### config.mk
export PLATFORM = sky130hd
export DESIGN_NAME = register_file_mp
export DESIGN_NICKNAME = d
export VERILOG_FILES = /design/src/rtl/register_file_mp.sv
export SDC_FILE = /design/constraint.sdc
export NUM_CORES = 2
export LEC_CHECK = 0
export ABC_AREA = 1
export ABC_CLOCK_PERIOD_IN_PS = 4200
export BUFFER_PORTS_ARGS = -buffer_cell sky130_fd_sc_hd__buf_4
export CORE_MARGIN = 4
export CORE_UTILIZATION = 30
export DETAILED_ROUTE_END_ITERATION = 8
export PLACE_DENSITY_LB_ADDON = 0.2
export SLEW_MARGIN = 30
export SYNTH_ARGS = -nofsm -noshare
export SYNTH_HDL_FRONTEND = slang
export SYNTH_SLANG_ARGS = --single-unit
### constraint.sdc
create_clock -name Clk_Core -period 4.2 [get_ports Clk_Core]
set_clock_uncertainty 0.2 [all_clocks]
set_input_delay 1.26 -clock Clk_Core [delete_from_list [all_inputs] [get_ports Clk_Core]]
set_output_delay 1.26 -clock Clk_Core [all_outputs]
set_load 0.02 [all_outputs]
### src/rtl/register_file_mp.sv
// Multi-port register file: configurable read ports with write-through bypass,
// a second write port for long-latency results with per-register pending
// bits, and a sequential clear engine that restores reset contents.
module register_file_mp #(
  parameter int                 DATA_W  = 32,
  parameter int                 ADDR_W  = 5,
  parameter int                 NUM_RD  = 2,
  parameter int                 SP_IDX  = 2,
  parameter logic [DATA_W-1:0]  SP_INIT = 'h0000_7FF0,
  parameter int                 BYPASS  = 1
) (
  input  logic                     Clk_Core,
  input  logic                     Rst_Core_N,
  input  logic [NUM_RD*ADDR_W-1:0] Read_Addr,
  output logic [NUM_RD*DATA_W-1:0] Read_Data,
  output logic [NUM_RD-1:0]        Read_Busy,
  input  logic [ADDR_W-1:0]        Write_Addr,
  input  logic [DATA_W-1:0]        Write_Data,
  input  logic                     Wr_En,
  input  logic                     Rsv_En,
  input  logic [ADDR_W-1:0]        Rsv_Addr,
  input  logic                     Lng_Wr_En,
  input  logic [ADDR_W-1:0]        Lng_Wr_Addr,
  input  logic [DATA_W-1:0]        Lng_Wr_Data,
  input  logic                     Clr_Req,
  output logic                     Clr_Busy
);

  localparam int DEPTH = 1 << ADDR_W;
  localparam int IDX_W = (ADDR_W < 4) ? 4 : ADDR_W;
  localparam logic [IDX_W-1:0] IDX_LAST = IDX_W'(DEPTH - 1);

  localparam logic [0:0] ST_IDLE  = 1'b0;
  localparam logic [0:0] ST_CLEAR = 1'b1;

  if (NUM_RD < 1 || NUM_RD > 4) begin : g_bad_num_rd
    $error("register_file_mp: NUM_RD must be in 1..4");
  end

  logic [DATA_W-1:0] mem_q  [DEPTH];
  logic              pend_q [DEPTH];
  logic [0:0]        state_q, state_d;
  logic [IDX_W-1:0]  idx_q, idx_d;

  logic              idle;
  logic              wr_ok, lng_ok, rsv_ok;
  logic [ADDR_W-1:0] clr_addr;
  logic [DATA_W-1:0] clr_val;

  // Port qualification: address 0 is hardwired and the clear engine owns the array.
  always_comb begin
    idle     = (state_q == ST_IDLE);
    wr_ok    = idle && Wr_En     && (Write_Addr  != '0);
    lng_ok   = idle && Lng_Wr_En && (Lng_Wr_Addr != '0);
    rsv_ok   = idle && Rsv_En    && (Rsv_Addr    != '0);
    clr_addr = idx_q[ADDR_W-1:0];
    clr_val  = (clr_addr == ADDR_W'(SP_IDX)) ? SP_INIT : '0;
  end

  // Clear engine next-state: walk indices 1..DEPTH-1 once per request.
  always_comb begin
    state_d = state_q;
    idx_d   = idx_q;
    case (state_q)
      ST_IDLE: begin
        if (Clr_Req) begin
          state_d = ST_CLEAR;
          idx_d   = IDX_W'(1);
        end
      end
      ST_CLEAR: begin
        idx_d = idx_q + IDX_W'(1);
        if (idx_q == IDX_LAST) begin
          state_d = ST_IDLE;
        end
      end
      default: state_d = ST_IDLE;
    endcase
  end

  // Clear engine state registers.
  always_ff @(posedge Clk_Core or negedge Rst_Core_N) begin
    if (!Rst_Core_N) begin
      state_q <= ST_IDLE;
      idx_q   <= '0;
    end else begin
      state_q <= state_d;
      idx_q   <= idx_d;
    end
  end

  // Array and scoreboard update; later assignments take priority, so the
  // primary port wins data collisions and a reservation beats a completion.
  always_ff @(posedge Clk_Core or negedge Rst_Core_N) begin
    if (!Rst_Core_N) begin
      for (int i = 0; i < DEPTH; i++) begin
        mem_q[i]  <= (i == SP_IDX) ? SP_INIT : '0;
        pend_q[i] <= 1'b0;
      end
    end else if (state_q == ST_CLEAR) begin
      mem_q[clr_addr]  <= clr_val;
      pend_q[clr_addr] <= 1'b0;
    end else begin
      if (lng_ok) begin
        mem_q[Lng_Wr_Addr]  <= Lng_Wr_Data;
        pend_q[Lng_Wr_Addr] <= 1'b0;
      end
      if (wr_ok) begin
        mem_q[Write_Addr] <= Write_Data;
      end
      if (rsv_ok) begin
        pend_q[Rsv_Addr] <= 1'b1;
      end
    end
  end

  for (genvar k = 0; k < NUM_RD; k++) begin : g_rd
    logic [ADDR_W-1:0] ra;
    logic [DATA_W-1:0] rdata;
    logic              rbusy;

    assign ra = Read_Addr[k*ADDR_W +: ADDR_W];

    // Combinational read with optional forwarding of this cycle's writes.
    always_comb begin
      rdata = mem_q[ra];
      rbusy = pend_q[ra];
      if (BYPASS != 0) begin
        if (wr_ok && (Write_Addr == ra)) begin
          rdata = Write_Data;
        end else if (lng_ok && (Lng_Wr_Addr == ra)) begin
          rdata = Lng_Wr_Data;
        end
        if (lng_ok && (Lng_Wr_Addr == ra)) begin
          rbusy = 1'b0;
        end
      end
      if (ra == '0) begin
        rdata = '0;
        rbusy = 1'b0;
      end
    end

    assign Read_Data[k*DATA_W +: DATA_W] = rdata;
    assign Read_Busy[k]                  = rbusy;
  end

  assign Clr_Busy = (state_q == ST_CLEAR);

endmodule

# Word-level counts from Yosys, hierarchy flattened
# Cells that the tools add are included.
# Widths: inputs -> output; s select.
# word_totals
out_inout_bits	67
wordCells	166
input_bits	95
reg_bits	1062
# classes
mux	51
order_cmp	10
bitwise	12
eq_ne	7
addsub	1
n_reduce_logical	19
# ops
op	count
$mux 1024	4
$bwmux 1024	3
$mux 32	17
$demux 32 s5	3
$bmux 32 s5	2
$and 32x32->32	2
$not 32->32	2
$ge 6x6->1 const B	6
$not 5->6	6
$or 32x32->32	1
$lt 6x1->1 const B	4
$eq 5x5->1	4
$demux 1 s5	3
$mux 15	1
$reduce_bool 5->1	3
$logic_and 1x1->1	14
$mux 1	13
$bmux 1 s5	2
$logic_not 5->1	2
$pmux 5 s2	1
$add 5x1->5 const B	1
$eq 5x2->1 const B	1
$eq 5x5->1 const B	1
$mux 5	1
3 further kinds	3

# Depth between registers and ports, before layout
# depth
ltp_word	12
mapped_depth	16
mapped_depth_nobuf	13

# Worst setup path after synthesis
# OpenSTA, ideal clock, no wires.
# synth_timing
path_kind	input -> output
startpoint	input port Lng_Wr_Addr[0]
endpoint	output port Read_Data[32]
path_buffers	3
arrival_ps	2922
path_stages	10
path_slack_ps	-182
cell_sequence	buf_2 > nor2_4 > nand2_4 > nand2_8 > inv_4 > buf_6 > nand2_2 > buf_1 > nand2_1 > a21oi_1
# synth_via
elab_chain_cells	6
elab_cells_between_ends	7
cone_classes	eq/ne (1); mux (3); reduce/logical (3)
# synth_rtl
item	line_no	text
from (decl)	23	input logic [ADDR_W-1:0] Lng_Wr_Addr,
$reduce_bool 5->1	54	lng_ok = idle && Lng_Wr_En && (Lng_Wr_Addr != '0);
$logic_and 1x1->1	54	
$logic_and 1x1->1 (*)	131	end else if (lng_ok && (Lng_Wr_Addr == ra)) begin
$mux 32 (*)	131	
$mux 32 (*)	129	if (wr_ok && (Write_Addr == ra)) begin
$mux 32 (*)	138	if (ra == '0) begin
to (decl)	15	output logic [NUM_RD*DATA_W-1:0] Read_Data,
# Mark *: on every way between the ends. The rest lies on a longest branch, timed or not.

# Worst setup path in the final report
# layout_timing
startpoint	input port Read_Addr[5]
endpoint	output port Read_Data[61]
# layout_via
elab_chain_cells	7
elab_cells_between_ends	12
cone_classes	eq/ne (2); mux (6); bitwise (1); reduce/logical (3)
# layout_rtl
item	line_no	text
from (decl)	14	input logic [NUM_RD*ADDR_W-1:0] Read_Addr,
$not 5->6 (implied by the code)	126	rdata = mem_q[ra];
$bmux 32 s5	126	
$mux 32 (implied by the code) (2 in a row)	126	
$mux 32	131	
$mux 32	129	
$mux 32 (*)	138	
# Mark *: on every way between the ends. The rest lies on a longest branch, timed or not. The select of a mux whose other input is x is not followed.

==> summary.md <==
| Metric | Value |
|---|---|
| Worst EP required | 2740 ps |
| Fin crit share | 116% |
| Max Fclk | 205 MHz |
| Avg WL per Cell | 31.8 um |
| Gpl congestion | 1.03 |
| Relative slew slack | 27.1% |
| Mapped Cells | 13.0k |
| Filler cells | 28.3k |
| Crit path capture type | output pin |
| I/O Pins | 162 |
| Synthesis-to-finish area growth | 28.4% |
| Clock root buffer | clkbuf_16 |
| Final Hold Vio Count | 0 |
| Pin count of the biggest net entering global routing | 144 |
| Register area share after synthesis | 32.9% |
| Chip width | 527 um |
| Max Slew Vio Count | 0 |
| Clock edge transition at the registers on the reported setup and hold paths | 60 ps |
| Drt drc | 0 |
| Worst-Skew Late Latency | 850 ps |
| Worst-Margin Slew | 1090 ps |
| Post-detail-place hpwl | 366 mm |
| Antenna Nets Post-Route | 0 |
| Pre-antenna DRT Iters | 6 |
| H-tree depth | 4 |
| Cell area after synthesis | 80800 sq um |
| Via count of the first global-routing pass | 91.0k |
| Vias/cell | 6.08 |
| Multi-input logic area | 49100 sq um |
| Unrepaired setup endpoints after global routing | true |
| Failing checks | negative setup slack |
| GR Util All Layers | 36.1% |
| Power per cell area | 499 nW/um^2 |
| Grt ovf | 0 |
| CORE AREA | 268000 sq um |
| Worst hold path class | input pin to async pin |
| Final #Nets | 13.3k |
| Post-Syn Nets | 13.1k |
| FP Rows | 190 |
| Starting Density | 30.1% |
| Number of flops mapped to enable cells by yosys | 0 |
| Clk buf depth | 3 |
| Status | finished with violations |
| Final setup viols | 66 |
| Routed WL | 536 mm |
| Iteration-0 DRC Markers | 15.6k |
| Final min period | 4870 ps |
| Die area | 278000 sq um |
| Startpoint Class | input pin |
| Top FF cell, synth | dfrtp_1 |
| Pre-CTS setup slack | -914 ps |
| Synth cell types | 46 |
| Die H | 527 um |
| Max Cap Viol | 0 |
| Leakage power | 46.1 nW |
| Flops & latches, synth | 1062 |
| Yosys warnings | 0 |
| Crit-path max FO | 18 |
| Share of the synthesized area in the top cell type | 32.6% |
| Share of cells above drive strength 1 | 16.4% |
| Arrival time worst endpoint | 3410 ps |
| Critical path type | input pin to output pin |
| Largest area contributor in the netlist | dfrtp_1 |
| Final hold slack | 82.6 ps |
| Register area | 26600 sq um |
| Post-Syn Area per Cell | 6.22 sq um |
| CTS buffer count | 137 |
| Top cells by area, synth | dfrtp_1 (33%), nand2_1 (16%), o21ai_0 (13%) |
| Clk sinks | 1062 |
| Initial antenna violation count | 59 |
| CTS tree | built |
| Max IR drop VDD | 0.476 mV |
| Vias | 103k |
| Ys async rst share | 100% |
| First-pass GRT wire length | 726 mm |
| Input/output buffers | 161 |
| Worst setup margin | -667 ps |
[per-stage QoR]
stage          power (mW)  utilization, %  setup TNS, ps  std cells  instance area [sq um]
6_report             51.7            38.7         -34020      16848                 104000
5_1_grt              54.1            38.7         -34980      16841                 104000
4_1_cts              50.0            36.9         -28800      16677                  99000
3_5_place_dp         37.2            34.3         -43300      16382                  92000
3_3_place_gp         37.1            34.3         -43810      16382                  92000
2_1_floorplan        28.4               -           -315      12978                  81200
[cells by family after synthesis]
family,after synthesis,share of synthesized area (%)
multiplexers,1,0.0124
AND/OR/NAND/NOR,5778,29.7
AO/OA/AOI/OAI,4016,26.8
adder cells (fa/ha/maj),5,0.0775
XOR/XNOR,15,0.163
buffers and inverters,2101,10.2
flip-flops,1062,32.9
[power by group]
group          switching [mW]  internal [mW]
logic                    14.3           7.81
clock network            5.34           7.01
registers                3.55           13.7
total                    23.2           28.5
[repair_timing]
action                     4_1_cts  5_1_grt
resized for setup              418      668
pin swaps                       89      239
cloned                          19       51
buffers inserted                40       94
hold buffers                     0        0
setup endpoints to repair       66       66
[placed cells by master, fill, tap and decap left out, drive strengths merged, types with 7 or more instances in the layout]
cell,instances
nor3,62
dfstp,11
clkinv,53
nand3,1525
a21oi,1075
o21bai,33
buf,1260
o211a,10
nand2,3494
o21ai,2170
a211oi,118
inv,820
o21a,9
clkbuf,244
nand4,57
a31oi,7
xnor2,9
o22ai,310
dfrtp,1051
o211ai,265
nor2,635
diode,30
[path summary, 6_finish.rpt]
kind | from | endpoint | slack (ps) | cells past startpoint
worst min-delay path | Rst_Core_N | mem_q[974] | 80 | 1
min in group Clk_Core | pend_q[31] | pend_q[31] | 280 | 2
worst max-delay path | Read_Addr[5] | Read_Data[61] | -670 | 13
max in group asynchronous | Rst_Core_N | mem_q[22] | 2470 | 3
worst min register to register | pend_q[31] | pend_q[31] | 280 | 2
worst max register to register | Clr_Busy | mem_q[792] | 640 | 9
[synthesized netlist by cell type (4+ instances only)]
| cell type | number |
|---|---|
| buf_1 | 87 |
| nor2_2 | 15 |
| a31oi_1 | 7 |
| o21ai_1 | 97 |
| o21bai_1 | 33 |
| inv_1 | 788 |
| nand2_2 | 7 |
| buf_2 | 254 |
| o211ai_1 | 265 |
| o21a_1 | 9 |
| a21oi_1 | 1075 |
| inv_2 | 29 |
| xor2_1 | 6 |
| nand4_1 | 57 |
| clkbuf_1 | 903 |
| xnor2_1 | 9 |
| nand3_1 | 1524 |
| or2_2 | 4 |
| nand2_1 | 3484 |
| nor3_1 | 58 |
| nor3_2 | 4 |
| a32o_1 | 4 |
| nor2_1 | 611 |
| o211a_1 | 10 |
| buf_6 | 4 |
| dfstp_2 | 11 |
| o22ai_1 | 310 |
| nor2_4 | 9 |
| buf_4 | 8 |
| clkinv_1 | 25 |
| dfrtp_1 | 1051 |
| a211oi_1 | 118 |
| o221ai_1 | 6 |
| ha_1 | 5 |
| a22oi_1 | 5 |
| o21ai_0 | 2073 |
[registers in the layout, summed over array words and instances (netlist names)]
| register | flops |
|---|---|
| clr_addr | 5 |
| mem_q | 1024 |
| pend_q | 32 |
| Clr_Busy | 1 |
[worst max-delay path: stages]
cell and delay, ps:
buf_16 150, buf_16 190, buf_6 130, buf_8 120, xnor2_2 130, nand4_1 130
buf_6 160, clkbuf_16 190, clkbuf_16 220, o21ai_4 80, inv_2 60, a21oi_4 360
buf_6 180
[layout make-up]
| type | instances | share of cell area, % |
|---|---|---|
| inverters | 844 | 3.17 |
| repair buffers | 1307 | 15.2 |
| diodes | 30 | 0.0724 |
| well taps | 3552 | 4.29 |
| clock buffers | 203 | 3.94 |
| repair inverters | 2 | 0.0241 |
| clock inverters | 33 | 0.322 |
| flip-flops and latches | 1062 | 25.6 |
| multi-input cells | 9815 | 47.3 |
[layer usage]
metal	routed length [um]	track usage [%]	part of all wire, %	vias to the layer above
li1	-	-	-	44170
met1	195000	45.2	36	48896
met2	222000	52.3	41	7639
met3	66600	9.69	12	1799
met4	52900	28.7	9.9	6
met5	42	0	0.0078	-
(Power assumes the default switching activity.)
